**src/rtl/dem_gio_bcd_pkg.sv**
```systemverilog
// Shared constants and the 24 h -> 12 h display mapping for the dem_gio_bcd time-of-day counter.
package dem_gio_bcd_pkg;

   localparam logic [7:0] BCD_SEC_MAX  = 8'h59;
   localparam logic [7:0] BCD_MIN_MAX  = 8'h59;
   localparam logic [7:0] BCD_HOUR_MAX = 8'h23;
   localparam logic [7:0] BCD_12       = 8'h12;

   typedef struct packed {
      logic       pm;
      logic [7:0] hour;
   } hour12_t;

   // Internal 00-23 maps to 12,01..11 with pm set for 12-23.
   function automatic hour12_t to_12h(input logic [7:0] h24);
      hour12_t    res;
      logic [4:0] bin;
      logic [4:0] rem;
      bin    = 5'(h24[7:4]) * 5'd10 + 5'(h24[3:0]);
      res.pm = (bin >= 5'd12);
      rem    = res.pm ? bin - 5'd12 : bin;
      if (rem == 5'd0)
         res.hour = BCD_12;
      else if (rem >= 5'd10)
         res.hour = {4'd1, 4'(rem - 5'd10)};
      else
         res.hour = {4'd0, rem[3:0]};
      return res;
   endfunction

endpackage

```
**src/rtl/dem_gio_bcd_if.sv**
```systemverilog
// Bus between the key-scan / 1 Hz logic and the time-of-day counter, plus the digit outputs.
interface dem_gio_bcd_if;
   logic       clk1hz;
   logic       run;
   logic       inc_min;
   logic       inc_hour;
   logic       clr_sec;
   logic [3:0] sec_l;
   logic [3:0] sec_h;
   logic [3:0] min_l;
   logic [3:0] min_h;
   logic [3:0] hour_l;
   logic [3:0] hour_h;
   logic       tick_sec;
   logic       pm;

   modport master (
      output clk1hz, run, inc_min, inc_hour, clr_sec,
      input  sec_l, sec_h, min_l, min_h, hour_l, hour_h, tick_sec, pm
   );

   modport slave (
      input  clk1hz, run, inc_min, inc_hour, clr_sec,
      output sec_l, sec_h, min_l, min_h, hour_l, hour_h, tick_sec, pm
   );
endinterface

```
**src/rtl/dem_gio_bcd_mod.sv**
```systemverilog
// Two-digit BCD modulo counter: counts 00..MAX, clr wins over inc, carry when inc wraps at MAX.
module dem_bcd_mod #(
   parameter logic [7:0] MAX  = 8'h59,
   parameter logic [7:0] INIT = 8'h00
) (
   input  logic       clk,
   input  logic       rst_n,
   input  logic       inc,
   input  logic       clr,
   output logic [3:0] dig_l,
   output logic [3:0] dig_h,
   output logic       carry
);

   logic [7:0] val;
   logic       at_max;

   assign at_max = (val == MAX);
   assign carry  = inc & ~clr & at_max;
   assign dig_l  = val[3:0];
   assign dig_h  = val[7:4];

   always_ff @(posedge clk or negedge rst_n) begin
      if (!rst_n)
         val <= INIT;
      else if (clr)
         val <= '0;
      else if (inc) begin
         if (at_max)
            val <= '0;
         else if (val[3:0] == 4'd9)
            val <= {val[7:4] + 4'd1, 4'd0};
         else
            val <= {val[7:4], val[3:0] + 4'd1};
      end
   end

endmodule

```
**src/rtl/dem_gio_bcd.sv**
```systemverilog
// BCD hh:mm:ss counter advanced by rising edges of the 1 Hz wave, with set pulses from the keys.
// Optional 12-hour display selected by DEM_GIO_12H_EN.
module dem_gio_bcd
   import dem_gio_bcd_pkg::*;
#(
   parameter logic [7:0] INIT_HH = 8'h12,
   parameter logic [7:0] INIT_MM = 8'h00,
   parameter logic [7:0] INIT_SS = 8'h00
) (
   input logic          clki,
   input logic          rst_n,
   dem_gio_bcd_if.slave bus
);

   logic       clk1hz_q;
   logic       rise;
   logic       adv;
   logic       tick_q;
   logic       sec_carry;
   logic       min_carry;
   logic       min_inc;
   logic       hour_inc;
   logic       unused_hour_carry;
   logic [3:0] hour_l24;
   logic [3:0] hour_h24;

   // clk1hz_q resets high so a wave already high at release is not an edge.
   always_ff @(posedge clki or negedge rst_n) begin
      if (!rst_n) begin
         clk1hz_q <= 1'b1;
         tick_q   <= 1'b0;
      end else begin
         clk1hz_q <= bus.clk1hz;
         tick_q   <= adv;
      end
   end

   assign rise = bus.clk1hz & ~clk1hz_q;
   assign adv  = rise & bus.run & ~bus.clr_sec;

   // A set pulse owns its field for the cycle: it gives exactly +1 and
   // the coincident tick carry (and anything it would ripple) is dropped.
   assign min_inc  = bus.inc_min | sec_carry;
   assign hour_inc = bus.inc_hour | (min_carry & ~bus.inc_min);

   dem_bcd_mod #(.MAX(BCD_SEC_MAX), .INIT(INIT_SS)) u_sec (
      .clk(clki), .rst_n(rst_n), .inc(adv), .clr(bus.clr_sec),
      .dig_l(bus.sec_l), .dig_h(bus.sec_h), .carry(sec_carry)
   );

   dem_bcd_mod #(.MAX(BCD_MIN_MAX), .INIT(INIT_MM)) u_min (
      .clk(clki), .rst_n(rst_n), .inc(min_inc), .clr(1'b0),
      .dig_l(bus.min_l), .dig_h(bus.min_h), .carry(min_carry)
   );

   dem_bcd_mod #(.MAX(BCD_HOUR_MAX), .INIT(INIT_HH)) u_hour (
      .clk(clki), .rst_n(rst_n), .inc(hour_inc), .clr(1'b0),
      .dig_l(hour_l24), .dig_h(hour_h24), .carry(unused_hour_carry)
   );

   assign bus.tick_sec = tick_q;

`ifdef DEM_GIO_12H_EN
   hour12_t h12;
   assign h12         = to_12h({hour_h24, hour_l24});
   assign bus.hour_l  = h12.hour[3:0];
   assign bus.hour_h  = h12.hour[7:4];
   assign bus.pm      = h12.pm;
`else
   assign bus.hour_l  = hour_l24;
   assign bus.hour_h  = hour_h24;
   assign bus.pm      = 1'b0;
`endif

endmodule

```
**src/flat_wrapper.sv**
```systemverilog
// flat-port wrapper written by rule: the top's interface ports become plain ports
module dem_gio_bcd_flat import dem_gio_bcd_pkg::*;
#(
   parameter logic [7:0] INIT_HH = 8'h12,
   parameter logic [7:0] INIT_MM = 8'h00,
   parameter logic [7:0] INIT_SS = 8'h00
)
  (clki, rst_n, bus_clk1hz, bus_run, bus_inc_min, bus_inc_hour, bus_clr_sec, bus_sec_l, bus_sec_h, bus_min_l, bus_min_h, bus_hour_l, bus_hour_h, bus_tick_sec, bus_pm);
  dem_gio_bcd_if bus_i ();
  input logic clki;
  input logic rst_n;
  input wire logic [$bits(bus_i.clk1hz)-1:0] bus_clk1hz;
  input wire logic [$bits(bus_i.run)-1:0] bus_run;
  input wire logic [$bits(bus_i.inc_min)-1:0] bus_inc_min;
  input wire logic [$bits(bus_i.inc_hour)-1:0] bus_inc_hour;
  input wire logic [$bits(bus_i.clr_sec)-1:0] bus_clr_sec;
  output wire logic [$bits(bus_i.sec_l)-1:0] bus_sec_l;
  output wire logic [$bits(bus_i.sec_h)-1:0] bus_sec_h;
  output wire logic [$bits(bus_i.min_l)-1:0] bus_min_l;
  output wire logic [$bits(bus_i.min_h)-1:0] bus_min_h;
  output wire logic [$bits(bus_i.hour_l)-1:0] bus_hour_l;
  output wire logic [$bits(bus_i.hour_h)-1:0] bus_hour_h;
  output wire logic [$bits(bus_i.tick_sec)-1:0] bus_tick_sec;
  output wire logic [$bits(bus_i.pm)-1:0] bus_pm;
  assign bus_i.clk1hz = bus_clk1hz;
  assign bus_i.run = bus_run;
  assign bus_i.inc_min = bus_inc_min;
  assign bus_i.inc_hour = bus_inc_hour;
  assign bus_i.clr_sec = bus_clr_sec;
  assign bus_sec_l = bus_i.sec_l;
  assign bus_sec_h = bus_i.sec_h;
  assign bus_min_l = bus_i.min_l;
  assign bus_min_h = bus_i.min_h;
  assign bus_hour_l = bus_i.hour_l;
  assign bus_hour_h = bus_i.hour_h;
  assign bus_tick_sec = bus_i.tick_sec;
  assign bus_pm = bus_i.pm;
  dem_gio_bcd #(.INIT_HH(INIT_HH), .INIT_MM(INIT_MM), .INIT_SS(INIT_SS)) u_core (.clki(clki), .rst_n(rst_n), .bus(bus_i));
endmodule
```
**config.mk**
```make
export PLATFORM = sky130hd
export DESIGN_NAME = dem_gio_bcd_flat
export DESIGN_NICKNAME = d
export VERILOG_FILES = /design/src/rtl/dem_gio_bcd_pkg.sv /design/src/rtl/dem_gio_bcd_if.sv /design/src/rtl/dem_gio_bcd_mod.sv /design/src/rtl/dem_gio_bcd.sv /design/src/flat_wrapper.sv
export SDC_FILE = /design/constraint.sdc
export NUM_CORES = 1
export LEC_CHECK = 0
export ABC_AREA = 0
export ABC_CLOCK_PERIOD_IN_PS = 3300
export CAP_MARGIN = 15
export CORE_ASPECT_RATIO = 1.25
export CORE_MARGIN = 4
export CORE_UTILIZATION = 50
export CTS_BUF_LIST = sky130_fd_sc_hd__clkbuf_8
export DETAILED_ROUTE_END_ITERATION = 8
export PLACE_DENSITY_LB_ADDON = 0.15
export SETUP_SLACK_MARGIN = 0.5
export SYNTH_ARGS = -nofsm -noshare
export SYNTH_HDL_FRONTEND = slang
export SYNTH_SLANG_ARGS = --single-unit
```
**constraint.sdc**
```tcl
create_clock -name clki -period 3.3 [get_ports clki]
set_clock_uncertainty 0.15 [all_clocks]
set_input_delay 0.66 -clock clki [delete_from_list [all_inputs] [get_ports clki]]
set_output_delay 0.66 -clock clki [all_outputs]
set_load 0.03 [all_outputs]
```
==> results of run 1 <==
[worst paths after layout]
kind | startpoint | to | slack (ps) | depth (start not counted)
max reg2reg | u_core.u_sec.val[1] | u_core.u_hour.val[2] | 1140 | 6
min reg2reg | u_core.u_hour.val[7] | u_core.u_hour.val[7] | 350 | 1
min | u_core.u_hour.val[7] | u_core.u_hour.val[7] | 350 | 1
max | u_core.u_hour.val[1] | bus_hour_l[1] | 970 | 1
min in group asynchronous | rst_n | u_core.u_min.val[5] | 600 | 2
max in group asynchronous | rst_n | u_core.u_hour.val[1] | 2100 | 2
[power groups by stage]
stage                     Combinational [mW]  Clock (mW)  Sequential (mW)
final                                  0.705       0.187            0.549
after global routing                   0.768       0.204            0.569
after CTS                              0.712       0.191            0.549
after detailed placement               0.708           0            0.557
after global placement                 0.681           0            0.545
after floorplan                        0.300           0            0.687
[through the flow]
| stage | hold WS (ps) | utilization | cell area, um^2 |
|---|---|---|---|
| finish | 355 | 0.656 | 1990 |
| global route | 374 | 0.656 | 1990 |
| CTS | 356 | 0.656 | 1990 |
| detailed placement | 342 | 0.641 | 1940 |
| global placement | 344 | 0.641 | 1940 |
| floorplan | 214 | - | 1610 |
[cells in the mapped netlist (2+ instances only)]
master	instances	share of area
a21oi_1	6	0.019
a22oi_1	3	0.014
and2_1	2	0.0078
and3_1	2	0.0078
and3b_1	6	0.033
dfrtp_1	23	0.36
dfstp_2	3	0.049
ha_1	12	0.093
inv_1	10	0.023
mux2_2	2	0.014
mux2i_1	4	0.025
nand2_1	10	0.023
nand2b_1	3	0.012
nand3_1	7	0.022
nand3b_1	4	0.019
nor2_1	7	0.016
nor2b_1	2	0.0078
nor3_1	7	0.022
o211ai_1	2	0.0093
o21ai_0	15	0.047
o21bai_1	2	0.0093
o31ai_1	3	0.014
[per-layer routing]
layer  track usage  vias up  share of wire
li1              -      660              -
met1         0.227      674           0.43
met2         0.313       32           0.52
met3        0.0252        6          0.043
met4        0.0579        0          0.011
met5             0        -              0
[state kept, by name, summed over array words and instances (netlist names)]
register	count
u_core.clk1hz_q	1
u_core.u_sec.val	8
u_core.bus.tick_sec	1
u_core.u_min.val	8
u_core.u_hour.val	8
[layout make-up]
class	count	area (um^2)	area share
clock buffers	3	41.3	0.0208
clock inverters	1	3.75	0.00189
inverters	10	37.5	0.0189
multi-input cells	123	887	0.446
flip-flops and latches	26	654	0.329
well taps	36	45.0	0.0227
repair buffers	32	318	0.160
[logic make-up (layout without fill, tap and decap cells)]
family | Yosys count | in the layout | share of synthesized area
flops | 26 | 26 | 0.406
fa+ha+maj | 12 | 12 | 0.0932
buf+inv | 15 | 46 | 0.0435
other cells | 1 | 1 | 0.00233
xor+xnor | 1 | 1 | 0.00544
compound gates | 43 | 43 | 0.181
simple gates | 60 | 60 | 0.230
mux | 6 | 6 | 0.0388
==> flow_summary_export.csv, run 1 <==
group,metric,value,unit
routing,vias,1372,
finish,diodes,0,
floorplanning,coreArea,0.00303,mm^2
timing,setup_viol,0,
finish,final_common_cell,"clkdlybuf4s50_1",
routing,ant_nets,0,
placement,pre_cts_ws,692,ps
timing,setup_tns,0,ps
logic_synthesis,ys.warnings.count,0,
placement,dpl.hpwl,2670,um
placement,io_buffers,31,
routing,dr.pass1.iters,4,
floorplanning,die_h,71.5,um
floorplanning,boundaryPins,33,
power_and_ir_drop,power_frac_seq,0.381,
global_routing,overflow,0,
global_routing,antenna_found_initial,0,
setup_path,end_kind,"output port",
finish,drive_gt1_frac,0.0821,
run,cap_violations,0,
logic_synthesis,ys_ff_latch,26,
logic_synthesis,yosys_most_used_dff,"dfrtp_1",
outcome,outcome,"finished, final reports clean",
power_and_ir_drop,peakVddDrop,0.412,mV
routing,drt-initial-drc-count,58,
clock_tree,post_cts_buffers,0,
timing,period_needed,2330,ps
logic_synthesis,synthesis.nets,183,
power_and_ir_drop,total_power,1.44,mW
power_and_ir_drop,p_int,0.814,mW
logic_synthesis,avgSynthCellArea,9.83,um^2
global_routing,grt_start_max_net_pins,27,
global_routing,grt_pass1_wl,6140,um
setup_path,required,2490,ps
finish,layout.nets,215,
clock_tree,clock_sinks,26,
clock_tree,cts_buffer_depth,2,
power_and_ir_drop,p_clk_frac,0.129,
power_and_ir_drop,comb_power_share,0.489,
setup_path,path_class,"register to output port",
clock_tree,cts-root-buf,"clkbuf_8",
floorplanning,start_util,0.532,
routing,wire_per_inst,15.5,um
setup_path,path_cells,"clkdlybuf4s50_1",
power_and_ir_drop,netSwitchingPower,0.627,mW
setup_path,arrival,1520,ps
logic_synthesis,synth_area,0.00161,mm^2
finish,layout_common_cells,"clkdlybuf4s50_1, dfrtp_1, o21ai_0",
global_routing,grt_pass1_vias,1394,
routing,via_per_inst,5.94,
clock_tree,cts_max_level,1,
setup_path,cpMaxStageDelayCell,"clkdlybuf4s50_1",
power_and_ir_drop,swShare,0.435,
finish,nFillCells,254,
clock_tree,post_cts_resized,0,
placement,gp_congestion,0.814,
placement,placedCellCount,227,
timing,fin_crit_sh,0.706,
timing,max_freq,429,MHz
floorplanning,core.rowCount,22,
timing,finalHoldViolCount,0,
power_and_ir_drop,p_leak,0.850,nW
logic_synthesis,synthDistinctLibCells,51,
min_path,hold_class,"register to register",
logic_synthesis,synthArstFlopShare,1.00,
clock_tree,clk_pin_slew,90,ps
setup_path,critical_path.top_delay_family,"buffers and inverters",
clock_tree,cts_buffers,3,
finish,stdcell_count,231,
power_and_ir_drop,p_per_area,725,mW/mm^2
setup_path,start_kind,"register",
floorplanning,die_w,58.8,um
clock_tree,cts_hold_buf,0,
timing,finalWorstSetupSlack,969,ps
clock_tree,insertion_delay,270,ps
logic_synthesis,postSynthCellCount,164,
timing,grt_setup_unrepaired,"no",
global_routing,track_usage,0.181,
setup_path,max_stage_delay,680,ps
logic_synthesis,synth-edff-count,0,
logic_synthesis,seq_area_frac_synth,0.406,
floorplanning,die-area,0.00420,mm^2
setup_path,crit_path_max_fanout,5,
routing,finalWirelength,3570,um
timing,final_max_slew_viol_count,0,
clock_tree,cts_tree,"built",
finish,area.growth.synth_to_final,23.3,%
routing,drc,0,
setup_path,path_buf_inv,1,
(Power assumes the default switching activity.)
==> inputs of run 2 (changes only) <==
- ABC_CLOCK_PERIOD_IN_PS: 3300 -> 2400
- clock period: 3.3 -> 2.4 ns (I/O delays scaled with it)
==> flow_summary_export.csv, run 2 (same netlist as run 1, synthesis figures left out) <==
group,metric,value,unit
outcome,outcome,"finished, final reports clean",
setup_path,start_kind,"register",
timing,period_needed,1870,ps
routing,via_per_inst,5.79,
setup_path,crit_path_max_fanout,4,
floorplanning,die-area,0.00420,mm^2
finish,drive_gt1_frac,0.218,
power_and_ir_drop,peakVddDrop,0.607,mV
timing,setup_tns,0,ps
setup_path,path_buf_inv,1,
global_routing,grt_start_max_net_pins,27,
placement,dpl.hpwl,2560,um
timing,grt_setup_unrepaired,"yes",
run,cap_violations,0,
clock_tree,clock_sinks,26,
clock_tree,insertion_delay,270,ps
clock_tree,cts_tree,"built",
routing,drc,0,
setup_path,critical_path.top_delay_family,"flip-flops",
timing,finalWorstSetupSlack,529,ps
timing,max_freq,534,MHz
min_path,hold_class,"input port to register",
floorplanning,core.rowCount,22,
timing,final_max_slew_viol_count,0,
finish,top_regs,"u_core.u_hour.val: 8 flops, u_core.u_min.val: 8 flops, u_core.u_sec.val: 8 flops",
global_routing,track_usage,0.176,
clock_tree,cts-root-buf,"clkbuf_8",
global_routing,antenna_found_initial,0,
floorplanning,die_h,71.5,um
floorplanning,boundaryPins,33,
clock_tree,cts_max_level,1,
clock_tree,clk_pin_slew,90,ps
timing,finalHoldViolCount,0,
setup_path,required,1770,ps
floorplanning,start_util,0.532,
routing,vias,1378,
finish,diodes,0,
power_and_ir_drop,p_per_area,927,mW/mm^2
timing,setup_viol,0,
global_routing,overflow,0,
power_and_ir_drop,total_power,1.96,mW
setup_path,path_class,"register to output port",
global_routing,grt_pass1_vias,1306,
setup_path,max_stage_delay,570,ps
routing,ant_nets,0,
finish,final_common_cell,"dlygate4sd2_1",
finish,layout_common_cells,"dlygate4sd2_1, dfrtp_1, o21ai_0",
routing,drt-initial-drc-count,56,
routing,dr.pass1.iters,4,
clock_tree,cts_hold_buf,0,
finish,layout.nets,222,
clock_tree,cts_buffers,3,
placement,gp_congestion,0.817,
global_routing,grt_pass1_wl,5890,um
routing,wire_per_inst,15.1,um
setup_path,path_cells,"dlygate4sd2_1",
setup_path,arrival,1240,ps
placement,io_buffers,31,
placement,pre_cts_ws,109,ps
floorplanning,coreArea,0.00303,mm^2
power_and_ir_drop,p_leak,0.978,nW
routing,finalWirelength,3600,um
timing,fin_crit_sh,0.780,
clock_tree,cts_buffer_depth,2,
setup_path,cpMaxStageDelayCell,"dfstp_2",
finish,area.growth.synth_to_final,31.3,%
setup_path,end_kind,"output port",
floorplanning,die_w,58.8,um
## run 2: cell count changes in the layout (fill, tap and decap cells not counted), sizes merged
cell / before / now
clkdlybuf4s50: 31 / 3
dlygate4sd2: 0 / 25
buf: 1 / 8
dlymetal6s2s: 0 / 2
clkbuf: 3 / 4
## run 2: final timing paths
path / to / depth (start not counted) / slack, ps / from
setup / recovery: bus_hour_l[1] / 1 / 530 / u_core.u_hour.val[1]
hold / removal: u_core.clk1hz_q / 1 / 340 / bus_clk1hz
setup reg to reg: u_core.u_min.val[2] / 5 / 560 / u_core.u_sec.val[0]
hold reg to reg: u_core.u_hour.val[7] / 1 / 370 / u_core.u_hour.val[7]
max in group asynchronous: u_core.clk1hz_q / 2 / 1370 / rst_n
min in group asynchronous: u_core.u_min.val[7] / 2 / 430 / rst_n
## run 2: cell type report
type | instances | area [um^2]
timing repair buffer | 39 | 343
sequential | 26 | 661
tap | 36 | 45.0
clock buffer | 3 | 41.3
clock inverter | 1 | 3.75
fill | 253 | 912
multi-input combinational | 123 | 985
inverter | 10 | 37.5
## run 2: through the flow
step | cell area (um^2) | cells | utilization | hold WS, ps
floorplan | 1650 | 164 | - | 34.4
global placement | 2000 | 229 | 0.660 | 348
detailed placement | 2000 | 229 | 0.660 | 354
CTS | 2040 | 234 | 0.674 | 327
global route | 2120 | 238 | 0.699 | 335
finish | 2120 | 238 | 0.699 | 340
## run 2: per-layer routing
layer,global-route usage,vias to the layer above,wire [um]
li1,-,673,-
met1,0.213,657,1530
met2,0.308,43,1860
met3,0.0144,5,143
met4,0.0806,0,63
met5,0,-,0
## run 2: report_power, final
group | total [mW] | switching [mW] | internal [mW] | leakage (nW)
Combinational | 0.948 | 0.556 | 0.392 | 0.637
Clock | 0.256 | 0.142 | 0.115 | 0.0269
Sequential | 0.756 | 0.185 | 0.572 | 0.315
## run 2: repair_timing
action                                 in CTS  in global routing
setup endpoints to repair                  33                 13
endpoints found under the hold margin       0                  0
pin swaps                                   2                  4
setup buffers                               1                  4
gates resized for setup                    31                 13
==> inputs of run 3 (changes only) <==
- ABC_CLOCK_PERIOD_IN_PS: 2400 -> 1500
- CORE_UTILIZATION: 50 -> 48
- clock period: 2.4 -> 1.5 ns (I/O delays scaled with it)
==> flow_summary_export.csv, run 3 (same netlist as run 1, synthesis figures left out) <==
group,metric,value,unit
outcome,outcome,"finished, violations left",
outcome,violations,"setup timing",
min_path,hold_class,"input port to async pin",
routing,wire_per_inst,27.2,um
floorplanning,die-area,0.00435,mm^2
clock_tree,cts_buffer_depth,2,
setup_path,crit_path_max_fanout,4,
timing,finalWorstSetupSlack,-462,ps
floorplanning,boundaryPins,33,
power_and_ir_drop,comb_power_share,0.677,
floorplanning,die_w,59.8,um
global_routing,track_usage,0.269,
placement,placedCellCount,279,
power_and_ir_drop,peakVddDrop,1.37,mV
power_and_ir_drop,swShare,0.449,
routing,finalWirelength,8590,um
setup_path,path_class,"register to register",
floorplanning,core.rowCount,23,
placement,dpl.hpwl,3240,um
finish,final_common_cell,"buf_6",
routing,via_per_inst,6.71,
clock_tree,clk_pin_slew,100,ps
clock_tree,cts_hold_buf,0,
routing,dr.pass1.iters,5,
floorplanning,start_util,0.500,
setup_path,r2r_setup_slack,-460,ps
setup_path,required,1550,ps
setup_path,arrival,2010,ps
power_and_ir_drop,p_leak,1.43,nW
clock_tree,cts_buffers,3,
clock_tree,cts_tree,"built",
power_and_ir_drop,power_frac_seq,0.236,
routing,drc,0,
setup_path,start_kind,"register",
global_routing,grt_start_max_net_pins,27,
timing,period_needed,1960,ps
timing,final_max_slew_viol_count,0,
power_and_ir_drop,netSwitchingPower,2.26,mW
finish,diodes,0,
timing,fin_crit_sh,1.31,
timing,finalHoldViolCount,0,
clock_tree,cts_max_level,1,
run,cap_violations,0,
power_and_ir_drop,p_int,2.77,mW
power_and_ir_drop,p_per_area,1620,mW/mm^2
finish,layout_common_cells,"buf_6, buf_4, dfrtp_1",
finish,drive_gt1_frac,0.656,
global_routing,overflow,0,
timing,setup_viol,30,
global_routing,antenna_found_initial,0,
routing,vias,2121,
finish,top_regs,"u_core.u_hour.val: 8 flops, u_core.u_min.val: 8 flops, u_core.u_sec.val: 8 flops",
placement,gp_congestion,0.842,
routing,ant_nets,0,
routing,drt-initial-drc-count,228,
finish,area.growth.synth_to_final,92.2,%
global_routing,grt_pass1_vias,1943,
clock_tree,clock_sinks,26,
finish,final_core_util,0.961,
floorplanning,die_h,72.8,um
power_and_ir_drop,p_clk_frac,0.087,
finish,layout.nets,299,
clock_tree,cts-root-buf,"clkbuf_8",
floorplanning,coreArea,0.00322,mm^2
setup_path,end_kind,"register",
clock_tree,insertion_delay,290,ps
placement,io_buffers,31,
timing,grt_setup_unrepaired,"yes",
timing,max_freq,510,MHz
finish,stdcell_count,316,
global_routing,grt_pass1_wl,9020,um
run 3: cell types whose count changed in the layout (fill, tap and decap cells not counted), moves of 3 or more:
cell | before | now
o21ai_2 | 1 | 9
dfrtp_1 | 18 | 14
buf_4 | 7 | 47
o21ai_0 | 13 | 2
dfrtp_2 | 5 | 9
buf_6 | 1 | 62
nand2_1 | 10 | 7
dlygate4sd2_1 | 25 | 3
nor3_1 | 7 | 2
ha_1 | 10 | 7
nor3_2 | 0 | 4
run 3: final cells by class:
cell class                      instances  area (um^2)
Clock buffer                            3         41.3
Clock inverter                          1         3.75
Fill cell                              66          125
Inverter                               10         37.5
Multi-Input combinational cell        123         1180
Sequential cell                        26          666
Tap cell                               37         46.3
Timing Repair Buffer                  116         1130
run 3: critical path: stages, from the launching register on:
cell,delay (ps)
dfrtp_2,440
inv_2,70
ha_4,140
buf_4,110
nand3b_1,130
buf_4,200
nor3_1,330
a21oi_1,190
o221ai_1,110
run 3: worst paths after layout:
path / from / endpoint / cells after the start
worst min-delay path: rst_n / u_core.u_min.val[4] / 2
max in group asynchronous: rst_n / u_core.u_hour.val[4] / 2
worst max register to register: u_core.u_min.val[1] / u_core.u_hour.val[3] / 8
worst min register to register: u_core.u_sec.val[4] / u_core.u_sec.val[4] / 2
min in group clki: bus_clk1hz / u_core.clk1hz_q / 2
worst max-delay path: u_core.u_min.val[1] / u_core.u_hour.val[3] / 8
run 3: routing by layer:
layer,track usage,vias up,routed length [um]
met5,0,-,0
met4,0.118,0,648
met3,0.0230,64,691
met2,0.495,198,4320
met1,0.305,1025,2930
li1,-,834,-
run 3: through the flow:
stage | total power, mW | hold slack [ps] | TNS, ps | area (um^2) | setup slack (ps)
after floorplan | 2.27 | -146 | -4640 | 1720 | -419
final | 5.02 | 226 | -8490 | 3100 | -462
after CTS | 4.34 | 228 | -4870 | 2850 | -301
after global placement | 3.24 | 405 | -8840 | 2370 | -468
after detailed placement | 3.34 | 412 | -9630 | 2370 | -543
after global routing | 5.12 | 243 | -9960 | 3100 | -560
run 3: power by group through the flow:
| stage | logic (mW) | registers [mW] | clock network [mW] |
|---|---|---|---|
| 4_1_cts | 2.79 | 1.13 | 0.427 |
| 2_1_floorplan | 0.729 | 1.54 | 0 |
| 3_5_place_dp | 2.24 | 1.10 | 0 |
| 6_report | 3.40 | 1.18 | 0.438 |
| 3_3_place_gp | 2.15 | 1.09 | 0 |
| 5_1_grt | 3.48 | 1.18 | 0.453 |
run 3: timing repair:
| action | 4_1_cts | 5_1_grt |
|---|---|---|
| pin swaps | 14 | 10 |
| endpoints found under the setup margin | 50 | 50 |
| resized for setup | 89 | 34 |
| buffers inserted | 17 | 16 |
